--- src/rtl/dds_pkg.sv ---
// dds_pkg: shared definitions for the DDS function generator.
//  - waveform function codes carried on cfg_func and through the pipeline
//  - Galois LFSR tap mask / seed and the single-step helper
//  - midscale helper for offset-binary samples
//  - sine_mag: constant function used to build the quarter-wave sine ROM
package dds_pkg;

  localparam logic [2:0] FUNC_SQUARE = 3'd0;
  localparam logic [2:0] FUNC_SINE   = 3'd1;
  localparam logic [2:0] FUNC_TRI    = 3'd2;
  localparam logic [2:0] FUNC_SAW    = 3'd3;
  localparam logic [2:0] FUNC_NOISE  = 3'd4;
  localparam logic [2:0] FUNC_ARB    = 3'd5;
  localparam logic [2:0] FUNC_MID    = 3'd6;

  // Right-shifting Galois form of x^32 + x^22 + x^2 + x + 1.
  localparam logic [31:0] LFSR_TAPS = 32'h8020_0003;
  localparam logic [31:0] LFSR_SEED = 32'h0000_0001;

  // Advance the noise LFSR by one step.
  function automatic logic [31:0] lfsr_step(input logic [31:0] s);
    if (s[0]) begin
      return (s >> 1) ^ LFSR_TAPS;
    end else begin
      return s >> 1;
    end
  endfunction

  // Offset-binary zero level for a w-bit sample (w <= 16).
  function automatic logic [15:0] midscale(input int unsigned w);
    return 16'h0001 << (w - 1);
  endfunction

  // round((2^(ow-1)-1) * sin(pi/2 * idx / 2^aw)) evaluated with Q30 fixed
  // point Taylor series; only ever called with constant arguments to fill
  // the ROM, so no hardware is generated for the arithmetic.
  function automatic int sine_mag(input int idx, input int aw, input int ow);
    longint x;
    longint x2;
    longint term;
    longint sum;
    longint peak;
    x    = (64'sd3373259426 * longint'(idx)) >>> (aw + 1);
    x2   = (x * x) >>> 30;
    term = x;
    sum  = x;
    for (int k = 1; k <= 6; k++) begin
      term = -((term * x2) >>> 30) / longint'((2 * k) * (2 * k + 1));
      sum  = sum + term;
    end
    peak = (64'sd1 <<< (ow - 1)) - 64'sd1;
    return int'((sum * peak + (64'sd1 <<< 29)) >>> 30);
  endfunction

endpackage

--- src/rtl/sine_quarter_rom.sv ---
// sine_quarter_rom: registered full-wave sine built from a quarter-wave table.
//  The top two phase bits select the quadrant: bit 0 mirrors the table index,
//  bit 1 negates the magnitude around midscale.
// Ports:
//  clk, reset  clock and async active-high reset
//  en          sample register update enable
//  phase       top SIN_AW+2 bits of the phase accumulator
//  sample      offset-binary sine sample, one cycle after phase
module sine_quarter_rom
  import dds_pkg::*;
#(
  parameter int unsigned SIN_AW = 6,
  parameter int unsigned OUT_W  = 8
) (
  input  logic              clk,
  input  logic              reset,
  input  logic              en,
  input  logic [SIN_AW+1:0] phase,
  output logic [OUT_W-1:0]  sample
);

  localparam logic [OUT_W-1:0] MID  = OUT_W'(midscale(OUT_W));
  localparam logic [OUT_W-2:0] PEAK = {(OUT_W-1){1'b1}};

  logic [OUT_W-2:0]  rom [2**SIN_AW];
  logic [1:0]        quad;
  logic [SIN_AW-1:0] idx;
  logic [SIN_AW-1:0] idx_m;
  logic [OUT_W-2:0]  mag;
  logic [OUT_W-1:0]  sample_nxt;

  for (genvar g = 0; g < 2**SIN_AW; g++) begin : g_rom
    assign rom[g] = (OUT_W-1)'(sine_mag(g, SIN_AW, OUT_W));
  end

  // Quadrant decode and mirror/negate around midscale.
  always_comb begin
    quad  = phase[SIN_AW+1:SIN_AW];
    idx   = phase[SIN_AW-1:0];
    idx_m = idx;
    if (quad[0]) begin
      idx_m = (~idx) + {{(SIN_AW-1){1'b0}}, 1'b1};
    end else begin
      idx_m = idx;
    end
    // Mirrored index 0 would be entry 2^SIN_AW, i.e. the crest itself.
    if (quad[0] && (idx == {SIN_AW{1'b0}})) begin
      mag = PEAK;
    end else begin
      mag = rom[idx_m];
    end
    if (quad[1]) begin
      sample_nxt = MID - {1'b0, mag};
    end else begin
      sample_nxt = MID + {1'b0, mag};
    end
  end

  // Output register (stage 1 for the sine path).
  always_ff @(posedge clk or posedge reset) begin
    if (reset) begin
      sample <= MID;
    end else if (en) begin
      sample <= sample_nxt;
    end
  end

endmodule

--- src/rtl/dds_func_gen.sv ---
// dds_func_gen: DDS function generator (phase accumulator + waveform stage).
//  Configuration is staged in a pending register and applied only at a phase
//  wrap (or immediately when the accumulator is stopped), so the output never
//  switches function, frequency or amplitude mid-period.
//  Pipeline: acc -> stage 1 (wave / ROM / external RAM) -> stage 2 (amp, out).
// Ports:
//  clk, reset        clock and async active-high reset
//  en                accumulator advance enable
//  cfg_valid/ready   configuration handshake
//  cfg_func/ftw/amp  function code, tuning word, attenuation shift
//  arb_addr          address to external synchronous waveform RAM
//  arb_data          RAM read data, one cycle after arb_addr
//  arb_sel           active function is arbitrary
//  out, out_valid    sample and its qualifier (en delayed by two cycles)
module dds_func_gen
  import dds_pkg::*;
#(
  parameter int unsigned PHASE_W = 16,
  parameter int unsigned OUT_W   = 8,
  parameter int unsigned SIN_AW  = 6,
  parameter int unsigned ARB_AW  = 8
) (
  input  logic               clk,
  input  logic               reset,
  input  logic               en,
  input  logic               cfg_valid,
  output logic               cfg_ready,
  input  logic [2:0]         cfg_func,
  input  logic [PHASE_W-1:0] cfg_ftw,
  input  logic [1:0]         cfg_amp,
  output logic [ARB_AW-1:0]  arb_addr,
  input  logic [OUT_W-1:0]   arb_data,
  output logic               arb_sel,
  output logic [OUT_W-1:0]   out,
  output logic               out_valid
);

  localparam logic [OUT_W-1:0] MID = OUT_W'(midscale(OUT_W));

  // Active and pending configuration
  logic [PHASE_W-1:0] acc;
  logic [2:0]         func;
  logic [PHASE_W-1:0] ftw;
  logic [1:0]         amp;
  logic               pending;
  logic [2:0]         pend_func;
  logic [PHASE_W-1:0] pend_ftw;
  logic [1:0]         pend_amp;
  logic [31:0]        lfsr;

  logic [PHASE_W:0]   acc_sum;
  logic [PHASE_W-1:0] acc_nxt;
  logic               wrap;
  logic               apply;
  logic               accept;

  // Pipeline
  logic [OUT_W-1:0]   p;
  logic [OUT_W-1:0]   wave;
  logic [OUT_W-1:0]   sine_q;
  logic [OUT_W-1:0]   s1_wave;
  logic [2:0]         s1_func;
  logic [1:0]         s1_amp;
  logic               en_d1;
  logic [OUT_W-1:0]   s2_wave;
  logic signed [OUT_W-1:0] amp_diff;
  logic signed [OUT_W-1:0] amp_shift;
  logic [OUT_W-1:0]   out_nxt;

  assign cfg_ready = ~pending;

  // Accumulator add, wrap detection and config apply/accept decisions.
  always_comb begin
    acc_sum = {1'b0, acc} + {1'b0, ftw};
    wrap    = en & acc_sum[PHASE_W];
    if (en) begin
      acc_nxt = acc_sum[PHASE_W-1:0];
    end else begin
      acc_nxt = acc;
    end
    // Pending is only set after the cycle it was accepted in, so a wrap in
    // the acceptance cycle cannot apply it.
    apply  = pending & (wrap | ~en);
    accept = cfg_valid & ~pending;
  end

  // Phase accumulator, RAM address and configuration registers.
  always_ff @(posedge clk or posedge reset) begin
    if (reset) begin
      acc       <= {PHASE_W{1'b0}};
      arb_addr  <= {ARB_AW{1'b0}};
      func      <= FUNC_MID;
      ftw       <= {PHASE_W{1'b0}};
      amp       <= 2'd0;
      arb_sel   <= 1'b0;
      pending   <= 1'b0;
      pend_func <= FUNC_MID;
      pend_ftw  <= {PHASE_W{1'b0}};
      pend_amp  <= 2'd0;
    end else begin
      acc      <= acc_nxt;
      // Tracks acc so RAM data lands in step with the stage-1 wave.
      arb_addr <= acc_nxt[PHASE_W-1 -: ARB_AW];
      if (apply) begin
        func    <= pend_func;
        ftw     <= pend_ftw;
        amp     <= pend_amp;
        arb_sel <= (pend_func == FUNC_ARB);
        pending <= 1'b0;
      end else if (accept) begin
        pend_func <= cfg_func;
        pend_ftw  <= cfg_ftw;
        pend_amp  <= cfg_amp;
        pending   <= 1'b1;
      end
    end
  end

  // Noise source, advanced once per enabled cycle.
  always_ff @(posedge clk or posedge reset) begin
    if (reset) begin
      lfsr <= LFSR_SEED;
    end else if (en) begin
      lfsr <= lfsr_step(lfsr);
    end
  end

  // Stage-1 arithmetic waveforms (sine and arbitrary come from ROM / RAM).
  always_comb begin
    p    = acc[PHASE_W-1 -: OUT_W];
    wave = MID;
    case (func)
      FUNC_SQUARE: wave = {OUT_W{~p[OUT_W-1]}};
      FUNC_TRI:    wave = p[OUT_W-1] ? ~{p[OUT_W-2:0], 1'b0} : {p[OUT_W-2:0], 1'b0};
      FUNC_SAW:    wave = p;
      FUNC_NOISE:  wave = lfsr[OUT_W-1:0];
      default:     wave = MID;
    endcase
  end

  sine_quarter_rom #(
    .SIN_AW (SIN_AW),
    .OUT_W  (OUT_W)
  ) u_sine (
    .clk    (clk),
    .reset  (reset),
    .en     (en),
    .phase  (acc[PHASE_W-1 -: SIN_AW+2]),
    .sample (sine_q)
  );

  // Stage-2 source select and attenuation.
  always_comb begin
    case (s1_func)
      FUNC_SINE: s2_wave = sine_q;
      FUNC_ARB:  s2_wave = arb_data;
      default:   s2_wave = s1_wave;
    endcase
    // Offset-binary minus midscale is exactly the MSB-flipped value read as
    // signed; the shifted result stays in range, so flipping back re-adds mid.
    amp_diff  = $signed({~s2_wave[OUT_W-1], s2_wave[OUT_W-2:0]});
    amp_shift = amp_diff >>> s1_amp;
    out_nxt   = {~amp_shift[OUT_W-1], amp_shift[OUT_W-2:0]};
  end

  // Stage registers; func/amp travel with the sample so each one is coherent.
  always_ff @(posedge clk or posedge reset) begin
    if (reset) begin
      s1_wave   <= MID;
      s1_func   <= FUNC_MID;
      s1_amp    <= 2'd0;
      en_d1     <= 1'b0;
      out_valid <= 1'b0;
      out       <= MID;
    end else begin
      en_d1     <= en;
      out_valid <= en_d1;
      if (en) begin
        s1_wave <= wave;
        s1_func <= func;
        s1_amp  <= amp;
      end
      if (en_d1) begin
        out <= out_nxt;
      end
    end
  end

endmodule

--- config.mk ---
export PLATFORM = sky130hd
export DESIGN_NAME = dds_func_gen
export DESIGN_NICKNAME = d
export VERILOG_FILES = /design/src/rtl/dds_pkg.sv /design/src/rtl/sine_quarter_rom.sv /design/src/rtl/dds_func_gen.sv
export SDC_FILE = /design/constraint.sdc
export NUM_CORES = 1
export LEC_CHECK = 0
export BUFFER_PORTS_ARGS = -buffer_cell sky130_fd_sc_hd__buf_2
export CORE_UTILIZATION = 40
export DETAILED_ROUTE_END_ITERATION = 10
export RECOVER_POWER = 50
export SLEW_MARGIN = 20
export SYNTH_ARGS = -nofsm -noshare
export SYNTH_HDL_FRONTEND = slang
export SYNTH_HIERARCHICAL = 1
export SYNTH_SLANG_ARGS = --single-unit
--- constraint.sdc ---
create_clock -name clk -period 5.8 [get_ports clk]
set_input_delay 0.29 -clock clk [delete_from_list [all_inputs] [get_ports clk]]
set_output_delay 0.29 -clock clk [all_outputs]
set_load 0.005 [all_outputs]
* Word level (Yosys, flattened, before mapping)
Memories as Yosys holds them, arrays and structs flattened.
Cells that the tools add are included.
** Storage, ports and cells
- Logic and storage cells :: 61
- Input port bits :: 33
- Latch bits :: 0
- RAM bits :: 0
- Register bits after elaboration :: 123
- Output and inout bits :: 19
- Memory bits (read-only) :: 448
- Memories kept :: 1
** Operators by class
- Reductions and logical operators :: 5
- Muxes and demuxes :: 11
- Shifts and indexed selects :: 1
- Div/mod/pow operators :: 0
- Magnitude comparators :: 1
- Bitwise gates (word level) :: 14
- $mul :: 0
- $add $sub $neg :: 4
- Equality and inequality tests :: 6
** Memories
- (no name shown) :: words 64, bits a word 7, read ports 1, clocked after memory_dff 0, wr ports 0, RTL line sine_quarter_rom.sv:50 : mag = rom[idx_m];
** Operators with widths (number)
- 32-bit 2-to-1 mux :: 1
- 8-bit one-hot mux with 4 select lines :: 1
- 7-bit 2-to-1 mux :: 3
- 16-bit by 16-bit adder with 17-bit output :: 1
- 8-bit 2-to-1 mux :: 2
- 8-bit one-hot mux with 2 select lines :: 1
- 3-bit equality test (second input constant) :: 3
- 8-bit by 7-bit adder with 8-bit output (first input constant) :: 1
- 8-bit NOT :: 1
- 8-bit by 2-bit >>> shifter with 8-bit output :: 1
- 8-bit by 7-bit subtractor with 8-bit output (first input constant) :: 1
- 7-bit greater-or-equal comparator (second input constant) :: 1
- 6-bit NOT with 7-bit output :: 1
- 6-bit by 1-bit adder with 6-bit output (second input constant) :: 1
- 3-bit by 2-bit equality test with 1-bit output (second input constant) :: 2
- 6-bit zero test :: 1
- 6-bit 2-to-1 mux :: 1
- 1-bit NOT :: 6
- 6-bit NOT :: 1
- 3-bit NOT with 4-bit output :: 1
- 1-bit bitwise AND :: 3
- 3-bit by 1-bit equality test with 1-bit output (second input constant) :: 1
- 3-bit zero test :: 1
- 1-bit 2-to-1 mux :: 2
- 4 further kinds :: 4

* Longest topological paths before layout
Gate-level depths: netlist of run 1.
- Word-level depth :: 10
- Gate-level depth with buffers :: 16
- Gate-level depth less buffers :: 16

* Modules after synthesis
Netlist of run 1, hierarchy kept.
** Modules (own cells, without submodules)
- dds_func_gen :: times used 1, area an instance 5844.4 sq um, cells an instance 460, sequential area each 2889.0 sq um
- sine_quarter_rom :: times used 1, area an instance 1537.7 sq um, cells an instance 195, sequential area each 201.4 sq um

* Worst setup path before layout of run 1
Ideal clock, no wire load.
- Path kind :: reg2reg
- From :: reg acc[8]
- To :: reg u_sine.sample[2]
- Period minus slack after synthesis :: 3.918 ns
- Stages on the path, launching flop included :: 17
- Slack :: 1.882 ns
- Required time :: 5.675 ns
- Library setup time :: 0.125 ns
- Arrival time :: 3.794 ns
- Cells stage by stage :: dfrtp_1 inv_1 ha_1 nand2_1 o21ai_1 inv_1 ha_1 nor2b_1 a2111oi_0 a21oi_1 a221oi_1 o22ai_1 and2_1 ha_1 nand2b_1 xnor2_1 mux2_2
** On the way
- Cells in the longest elaborated chain, start to end :: 10
** RTL lines
- start, declared :: RTL line dds_func_gen.sv:41 : logic [PHASE_W-1:0] acc;
- start signal, assigned :: RTL line dds_func_gen.sv:90 : acc <= {PHASE_W{1'b0}};
- start signal, assigned :: RTL line dds_func_gen.sv:101 : acc <= acc_nxt;
- 6-bit NOT :: RTL line sine_quarter_rom.sv:42 : idx_m = (~idx) + {{(SIN_AW-1){1'b0}}, 1'b1};
- 6-bit by 1-bit adder with 6-bit output :: RTL line sine_quarter_rom.sv:42
- 6-bit 2-to-1 mux :: RTL line sine_quarter_rom.sv:41 : if (quad[0]) begin
- 6-bit NOT with 7-bit output (not written as such) :: RTL line sine_quarter_rom.sv:50
- memory 64 x 7 bit
- 7-bit 2-to-1 mux (not written as such) (2 in a row) :: RTL line sine_quarter_rom.sv:50
- 7-bit 2-to-1 mux (*) :: RTL line sine_quarter_rom.sv:47 : if (quad[0] && (idx == {SIN_AW{1'b0}})) begin
- 8-bit by 7-bit adder with 8-bit output / 8-bit by 7-bit subtractor with 8-bit output (equally long branches) :: RTL line sine_quarter_rom.sv:55, sine_quarter_rom.sv:53
- 8-bit 2-to-1 mux (*) :: RTL line sine_quarter_rom.sv:52 : if (quad[1]) begin
- end signal, assigned :: RTL line sine_quarter_rom.sv:64 : sample <= sample_nxt;
- end, declared :: RTL line sine_quarter_rom.sv:19 : output logic [OUT_W-1:0] sample
Mark *: on every way between the ends. The rest lies on a longest branch, timed or not. The select of a mux whose other input is x is not followed.
A chain may end at the register's enable or synchronous reset.

* Worst setup path in the final report of run 1
- From :: reg acc[9]
- To :: reg u_sine.sample[2]
The elaborated chain is that of the path after synthesis.

==> results.cfg, run 1 <==
[layout]
postLayoutCoreUtil_pct = 46.2
antennaDiodeCount = 0
syn_to_final_growth_pct = 12.8
final_common_cell = dfrtp_1
nFillCells = 1723
final_net_count = 747
drive_gt1_share_pct = 30.6
layout_common_cells = dfrtp_1, mux2_2, buf_2, nand2_1, a21oi_1
seqCellArea_um2 = 3090
multi_input_area_um2 = 3960
final_cell_area_um2 = 8320

[floorplanning]
die_height_um = 138
initial_core_util_pct = 41.0
io_pins = 52
core_um2 = 18000
die_x_um = 138
die_area_um2 = 19000
rows = 49

[yosys]
ys_seq_area_share_pct = 41.9
syn_area_um2 = 7380
synth-async-reset-ratio_pct = 100
ys_warn_count = 6
synth_cell_types = 79
synth_top_area_share_pct = 38.3
syn_nets = 715
synth_simple_gate_area_share_pct = 9.17
yosysTopAreaCell = dfrtp_1
synth_top_family_by_area = multiplexers
synth_edf_count = 0
synthAdderAreaFrac_pct = 4.68
synth-seq-cells = 123
synthTopCellsByArea = dfrtp_1, mux2_2, ha_1, mux2_4, dfstp_2
synth_compound_area_share_pct = 15.7
syn_area_per_cell_um2 = 11.3
synth_cells = 655
synth_mux_area_share_pct = 20.3
synth_xor_area_share_pct = 3.68
synthFlopType = dfrtp_1

[cts]
ctsResizeCount = 0
htreeDepth = 4
clk_pin_slew_ns = 0.06
ctsRootBufferMaster = clkbuf_16
cts_sinks = 123
cts_max_path_buffers = 2
cts_inserted_buffers = 17
clkLatencyLatePin_ns = 0.42
cts_tree = done

[setup_path]
cp_slowest_cell = dfrtp_1
worst-endpoint-required_ns = 6.09
crit_top_cell = ha_1
worstSetupPathType = flop to flop
endpoint_kind = flop
worstSetupStartpoint = acc[9]$_DFFE_PP0P_
worstSetupStartpointType = flop
cp_max_fo = 9
cpPeakStageDelay_ns = 0.60
cp.arrival_ns = 4.66
path_cells = inv_1, ha_1, nand2_1, o21ai_1, inv_1, ha_1, nor2b_1, a2111oi_0, a21oi_1, a221oi_1, o22ai_1, and2_1, ha_1, nand2b_1, xnor2_1, mux2_2
r2r_start = acc[9]$_DFFE_PP0P_

[sta]
finalSetupTns_ns = 0
fmax_mhz = 228
slew_headroom_pct = -129
finalCriticalPeriod_ns = 4.38
setup_viol = 0
tightest_slew_ns = 3.43
hold_viol_final = 0
skew_ns = 0.0163
rsz0062_at_grt = no
finalCritPeriodShare_pct = 75.5
report.final.slew_viol_count = 151

[outcome]
violations = max-capacitance violations, max-slew violations
status = complete, but fails checks

[hold_path]
holdCritStartpoint = cfg_ftw[10]
hold_path.class = input pin to flop

[drt]
drc = 0
drtIter0Drc = 334
drt_wl_total_um = 15600
via_count = 5141
wl_per_cell_um = 16.8
dr.pass1.iters = 4
via_per_inst = 5.53
final_antenna_net_count = 0

[grt]
grt_pass1_wl_um = 26100
grt_pass1_vias = 5104
grt_usage_pct = 17.8
grt_max_degree = 74
grt-ovfl-total = 0
antenna_found_initial = 0

[place]
dpl_cell_area_um2 = 7710
port_buffers = 51
place_congestion = 0.826
dp_hpwl_um = 11200

[run]
drv_cap = 3
## repair_timing
action                    in CTS  in global routing
hold buffers                   1                  0
hold endpoints to repair       7                  0
setup buffers                  0                  0
## worst max-delay path, delay by kind of cell (launching register included)
kind	cells	cell delay [ns]
buffers and inverters	2	0.44
DFF	1	0.60
AOI/OAI and AO/OA	5	1.31
xor gates and xnor gates	1	0.14
and+or+nand+nor	4	0.59
adders and majority gates	3	0.92
muxes	1	0.25
## metrics by stage
step                      hold WS, ns  instances  setup slack [ns]
after floorplan                 0.105        655              1.88
after detailed placement        0.281        896              1.47
after global routing           0.0902        929             0.904
after global placement          0.274        896              1.58
after CTS                      0.0756        929              1.47
final                          0.0900        929              1.42
## path summary, 6_finish.rpt
path / to / slack, ns / cells past startpoint
min in group asynchronous: u_sine/sample[3]$_DFFE_PP0P_ / 0.38 / 3
max in group asynchronous: lfsr[19]$_DFFE_PP0P_ / 3.10 / 4
worst min register to register: s1_wave[7]$_DFFE_PP1P_ / 0.48 / 2
worst max-delay path: u_sine/sample[2]$_DFFE_PP0P_ / 1.42 / 16
worst max register to register: u_sine/sample[2]$_DFFE_PP0P_ / 1.42 / 16
worst min-delay path: pend_ftw[10]$_DFFE_PP0P_ / 0.09 / 2
## registers in the layout (all words and copies together), names as in the netlist, 3 cells and up
signal / cells
pend_ftw: 16
ftw: 16
s1_func: 3
u_sine/sample: 8
pend_func: 3
s1_wave: 8
acc: 16
func: 3
lfsr: 32
out: 8
## per-layer routing
layer	routed length, um	track usage (%)
met3	583	4.13
met5	0	0
met4	191	5.80
met2	7400	28.0
met1	7470	24.1
## Yosys cell counts, drive strengths merged, types with 3 or more instances
library cell	n
nor2	22
mux2	105
o2111ai	3
a2bb2oi	11
inv	22
o21ai	28
o22a	4
a31oi	8
nand4	4
a31o	3
clkbuf	24
o2bb2ai	6
o21a	3
and3	3
a21oi	30
xor2	6
o211ai	4
or4	5
buf	21
a22oi	4
a211o	4
nand3	15
o221ai	3
mux4	3
o31ai	3
and2	4
a211oi	5
dfstp	10
nor2b	15
nand2b	7
a221oi	6
mux2i	17
or3	3
xnor2	22
nor3	14
a21o	7
ha	26
dfrtp	113
o22ai	6
nand2	32
## final cells by class
type                       count  area share (%)
clock buffer                  18            5.28
clock inverter                14            2.16
sequential                   123            37.1
inverter                      22            1.01
multi-input combinational    465            47.5
timing repair buffer          58            3.46
tap                          229            3.44
## cells by family after synthesis
| group | count (synthesis) |
|---|---|
| DFF | 123 |
| muxes | 125 |
| adders and majority gates | 27 |
| xor gates and xnor gates | 28 |
| buffers and inverters | 67 |
| AOI/OAI and AO/OA | 155 |
| and+or+nand+nor | 130 |
Power of run 1 is not shown: default switching activity piles up to over one toggle a cycle in this logic, so the estimate is an artifact.
==> run 2: changes to the inputs <==
- clock period: 5.8 -> 3.7 ns (I/O delays scaled with it)
==> run 2 against run 1 <==
Compared with the run above: the flow still finishes with violations (max-capacitance violations, max-slew violations); wire length is 1.8% higher; worst hold slack worse by 0.074 ns; clock skew is 0.011 ns lower; first-iteration DRC count is 34% lower; critical path type unchanged.
==> results.cfg, run 2 (synthesis gave the netlist of run 1 again) <==
[drt]
m1WireLength_um = 7550
drtIter0Drc = 222
dr.pass1.iters = 5
final_antenna_net_count = 0
via_per_inst = 5.48
wl_per_cell_um = 16.6
met3_length_um = 544
routed.top_layer = met4
wl_met2_um = 7570
drt_wl_total_um = 15900
drc = 0
via_count = 5250

[setup_path]
cp_slowest_cell = a2111oi_0
worstSetupPathType = flop to flop
cp_max_fo = 9
worstPathBufferInverterCount = 2
cpPeakStageDelay_ns = 0.39
crit_top_cell = ha_1
path_cells = inv_1, ha_1, nand2_1, o21ai_2, inv_1, ha_1, nor2b_1, a2111oi_0, a21oi_1, a221oi_1, o22ai_1, and2_1, ha_1, nand2b_1, xnor2_1, mux2_2
cp.arrival_ns = 3.71
worst-endpoint-required_ns = 3.99
crit_family = compound AO/OA/AOI/OAI gates
endpoint_kind = flop
worstSetupStartpointType = flop

[floorplanning]
die_area_um2 = 19000
io_pins = 52
core_um2 = 18000
initial_core_util_pct = 41.0
die_height_um = 138
die_x_um = 138
rows = 49

[grt]
grt_pass1_vias = 5236
grt_max_degree = 79
antenna_found_initial = 0
grt-ovfl-total = 0
grt_pass1_wl_um = 26500
grt_usage_pct = 18.0

[layout]
layout_common_cells = dfrtp_1, mux2_2, buf_2, nand2_1, a21oi_1
final_cell_area_um2 = 8570
drive_gt1_share_pct = 31.4
largest-register = lfsr
final_net_count = 776
final_common_cell = dfrtp_1
largest_reg_flops = 32
antennaDiodeCount = 0
layoutNonFillerInstCount = 958
syn_to_final_growth_pct = 16.1

[outcome]
violations = max-capacitance violations, max-slew violations
status = complete, but fails checks

[sta]
setup_viol = 0
finalCritPeriodShare_pct = 92.5
rsz0062_at_grt = no
skew_ns = 0.00552
fmax_mhz = 292
report.final.slew_viol_count = 74
slew_headroom_pct = -12.8
tightest_slew_ns = 1.69
finalSetupTns_ns = 0
hold_viol_final = 0
finalCriticalPeriod_ns = 3.42
whs_ns = 0.0155

[cts]
cts_inserted_buffers = 17
cts_sinks = 123
clkLatencyLatePin_ns = 0.41
cts_max_path_buffers = 2
cts_setup_buffers = 0
clk_pin_slew_ns = 0.06
cts_tree = done
ctsRootBufferMaster = clkbuf_16
htreeDepth = 4

[place]
dp_hpwl_um = 11200
port_buffers = 51
place_congestion = 0.864
place_inst = 911
dpl_cell_area_um2 = 7840

[run]
drv_cap = 1

[hold_path]
hold_path.class = input pin to flop
-- run 2: worst reg2reg max path: stages, from the launching register on --
cell and delay (ns):
dfrtp_2 0.35, inv_1 0.05, ha_1 0.31, nand2_1 0.07, o21ai_2 0.19, inv_1 0.12
ha_1 0.21, nor2b_1 0.13, a2111oi_0 0.39, a21oi_1 0.09, a221oi_1 0.27, o22ai_1 0.16
and2_1 0.20, ha_1 0.21, nand2b_1 0.15, xnor2_1 0.14, mux2_2 0.25
-- run 2: timing repair --
item | in CTS | in global routing
setup endpoints to repair | 0 | 1
hold buffers | 15 | 0
hold endpoints to repair | 21 | 0
gates resized for setup | 0 | 2
-- run 2: final timing paths --
path,to,slack [ns],start,depth (start not counted)
max,u_sine/sample[2]$_DFFE_PP0P_,0.28,acc[8]$_DFFE_PP0P_,16
min,pend_ftw[6]$_DFFE_PP0P_,0.02,cfg_ftw[6],2
max reg2reg,u_sine/sample[2]$_DFFE_PP0P_,0.28,acc[8]$_DFFE_PP0P_,16
min reg2reg,s1_wave[7]$_DFFE_PP1P_,0.47,s1_wave[7]$_DFFE_PP1P_,2
max in group asynchronous,func[2]$_DFFE_PP1P_,2.23,reset,4
min in group asynchronous,u_sine/sample[3]$_DFFE_PP0P_,0.31,reset,3
-- run 2: routing by layer --
layer | up-vias | GRT usage [%]
li1 | 2546 | -
met1 | 2554 | 24.2
met2 | 126 | 28.8
met3 | 24 | 3.40
met4 | 0 | 6.52
met5 | - | 0
-- run 2: per-stage QoR --
step / setup WS [ns] / util, %
final: 0.279 / 47.5
after global routing: 0.0206 / 47.5
after CTS: 0.261 / 47.6
after detailed placement: 0.273 / 43.5
after global placement: 0.372 / 43.5
after floorplan: 0.112 / -
-- run 2: layout make-up --
type,count,area [um^2]
Multi-Input combinational cell,465,3980
Inverter,22,85.1
Timing Repair Buffer,87,544
Tap cell,229,287
Sequential cell,123,3090
Fill cell,1696,9460
Clock inverter,12,139
Clock buffer,20,447
Power of run 2 is left out for the same reason.
==> run 3: changes to the inputs <==
- RECOVER_POWER: 50 -> default
==> run 3 against run 2 <==
Compared with the run above: the run now ends clean; flip-flop and latch count is the same; sequential share of layout area shrank 0.13 points; non-clock buffer count is the same; highest routed layer unchanged.
==> results.cfg, run 3 (synthesis gave the netlist of run 1 again) <==
[place]
dp_hpwl_um = 11200
place_ws_ns = 0.273
dpl_cell_area_um2 = 7840
port_buffers = 51
place_congestion = 0.864

[outcome]
status = finished clean

[drt]
via_count = 5274
wl_per_cell_um = 16.6
drtIter0Drc = 275
drt_wl_total_um = 15900
final_antenna_net_count = 0
dr.pass1.iters = 5
drc = 0
via_per_inst = 5.51

[floorplanning]
die_area_um2 = 19000
die_height_um = 138
die_x_um = 138
rows = 49
io_pins = 52
core_um2 = 18000
initial_core_util_pct = 41.0

[grt]
grt_pass1_wl_um = 26500
grt_max_degree = 79
antenna_found_initial = 0
grt_pass1_vias = 5236
grt_usage_pct = 18.0
grt-ovfl-total = 0

[setup_path]
worstSetupStartpointType = flop
worst-endpoint-required_ns = 3.99
r2r_start = acc[9]$_DFFE_PP0P_
crit_top_cell = ha_1
cp_max_fo = 9
cp_slowest_cell = a2111oi_0
cpPeakStageDelay_ns = 0.39
worstSetupPathType = flop to flop
endpoint_kind = flop
worstSetupStartpoint = acc[9]$_DFFE_PP0P_
cp.arrival_ns = 3.72
path_cells = inv_1, ha_1, nand2_1, o21ai_2, inv_1, ha_1, nor2b_1, a2111oi_0, a21oi_1, a221oi_1, o22ai_1, and2_1, ha_1, nand2b_1, xnor2_1, mux2_2

[hold_path]
hold_path.class = input pin to flop
holdCritStartpoint = cfg_ftw[6]

[sta]
tightest_slew_ns = 0.999
finalCriticalPeriod_ns = 3.42
finalCritPeriodShare_pct = 92.5
finalSetupTns_ns = 0
skew_ns = 0.00538
hold_viol_final = 0
rsz0062_at_grt = no
setup_viol = 0
whs_ns = 0.0147
report.final.slew_viol_count = 0
finalWorstSetupSlack_ns = 0.277
slew_headroom_pct = 33.3
fmax_mhz = 292

[cts]
cts_max_path_buffers = 2
cts_inserted_buffers = 17
ctsRootBufferMaster = clkbuf_16
clkLatencyLatePin_ns = 0.41
cts_tree = done
clk_pin_slew_ns = 0.06
cts_sinks = 123
htreeDepth = 4

[layout]
largest-register = lfsr
antennaDiodeCount = 0
final_net_count = 776
final_common_cell = dfrtp_1
final_cell_area_um2 = 8600
layout_common_cells = dfrtp_1, mux2_2, buf_2, nand2_1, a21oi_1
drive_gt1_share_pct = 33.5
largest_reg_flops = 32
syn_to_final_growth_pct = 16.5

[run]
drv_cap = 0
==> run 3: area by class of cell <==
cell class | count | area (um^2)
Fill cell | 1683 | 9430
Multi-Input combinational cell | 465 | 3980
Inverter | 22 | 85.1
Clock inverter | 12 | 139
Sequential cell | 123 | 3090
Tap cell | 229 | 287
Clock buffer | 20 | 447
Timing Repair Buffer | 87 | 576
==> run 3: per-stage QoR <==
stage                     instances  utilization (%)
after CTS                       958             47.6
after floorplan                 655                -
after global routing            958             47.7
after detailed placement        911             43.5
after global placement          911             43.5
final                           958             47.7
==> run 3: final timing paths <==
kind / end / slack (ns) / cells past startpoint
max: u_sine/sample[2]$_DFFE_PP0P_ / 0.28 / 16
min: pend_ftw[6]$_DFFE_PP0P_ / 0.01 / 2
max reg2reg: u_sine/sample[2]$_DFFE_PP0P_ / 0.28 / 16
min reg2reg: s1_wave[7]$_DFFE_PP1P_ / 0.47 / 2
max in group asynchronous: func[2]$_DFFE_PP1P_ / 2.24 / 4
min in group asynchronous: u_sine/sample[3]$_DFFE_PP0P_ / 0.31 / 3
==> run 3: per-layer routing <==
metal | part of all wire [%] | up-vias | track usage [%]
li1 | - | 2546 | -
met1 | 47 | 2577 | 24.2
met2 | 48 | 128 | 28.8
met3 | 3.6 | 23 | 3.40
met4 | 1.6 | 0 | 6.52
met5 | 0 | - | 0
==> run 3: worst max-delay path: cells and delay by family, from the launching register on <==
| kind | cells | cell delay [ns] |
|---|---|---|
| compound gates | 5 | 1.10 |
| fa+ha+maj | 3 | 0.73 |
| simple gates | 4 | 0.55 |
| flops | 1 | 0.34 |
| mux | 1 | 0.25 |
| buf+inv | 2 | 0.18 |
| xor+xnor | 1 | 0.14 |
==> run 3: timing repair <==
action | CTS | global route
hold endpoints to repair | 21 | 0
resized for setup | 0 | 2
buffers inserted | 0 | 0
endpoints found under the setup margin | 0 | 1
hold buffers | 15 | 0
Power of run 3 is left out for the same reason.
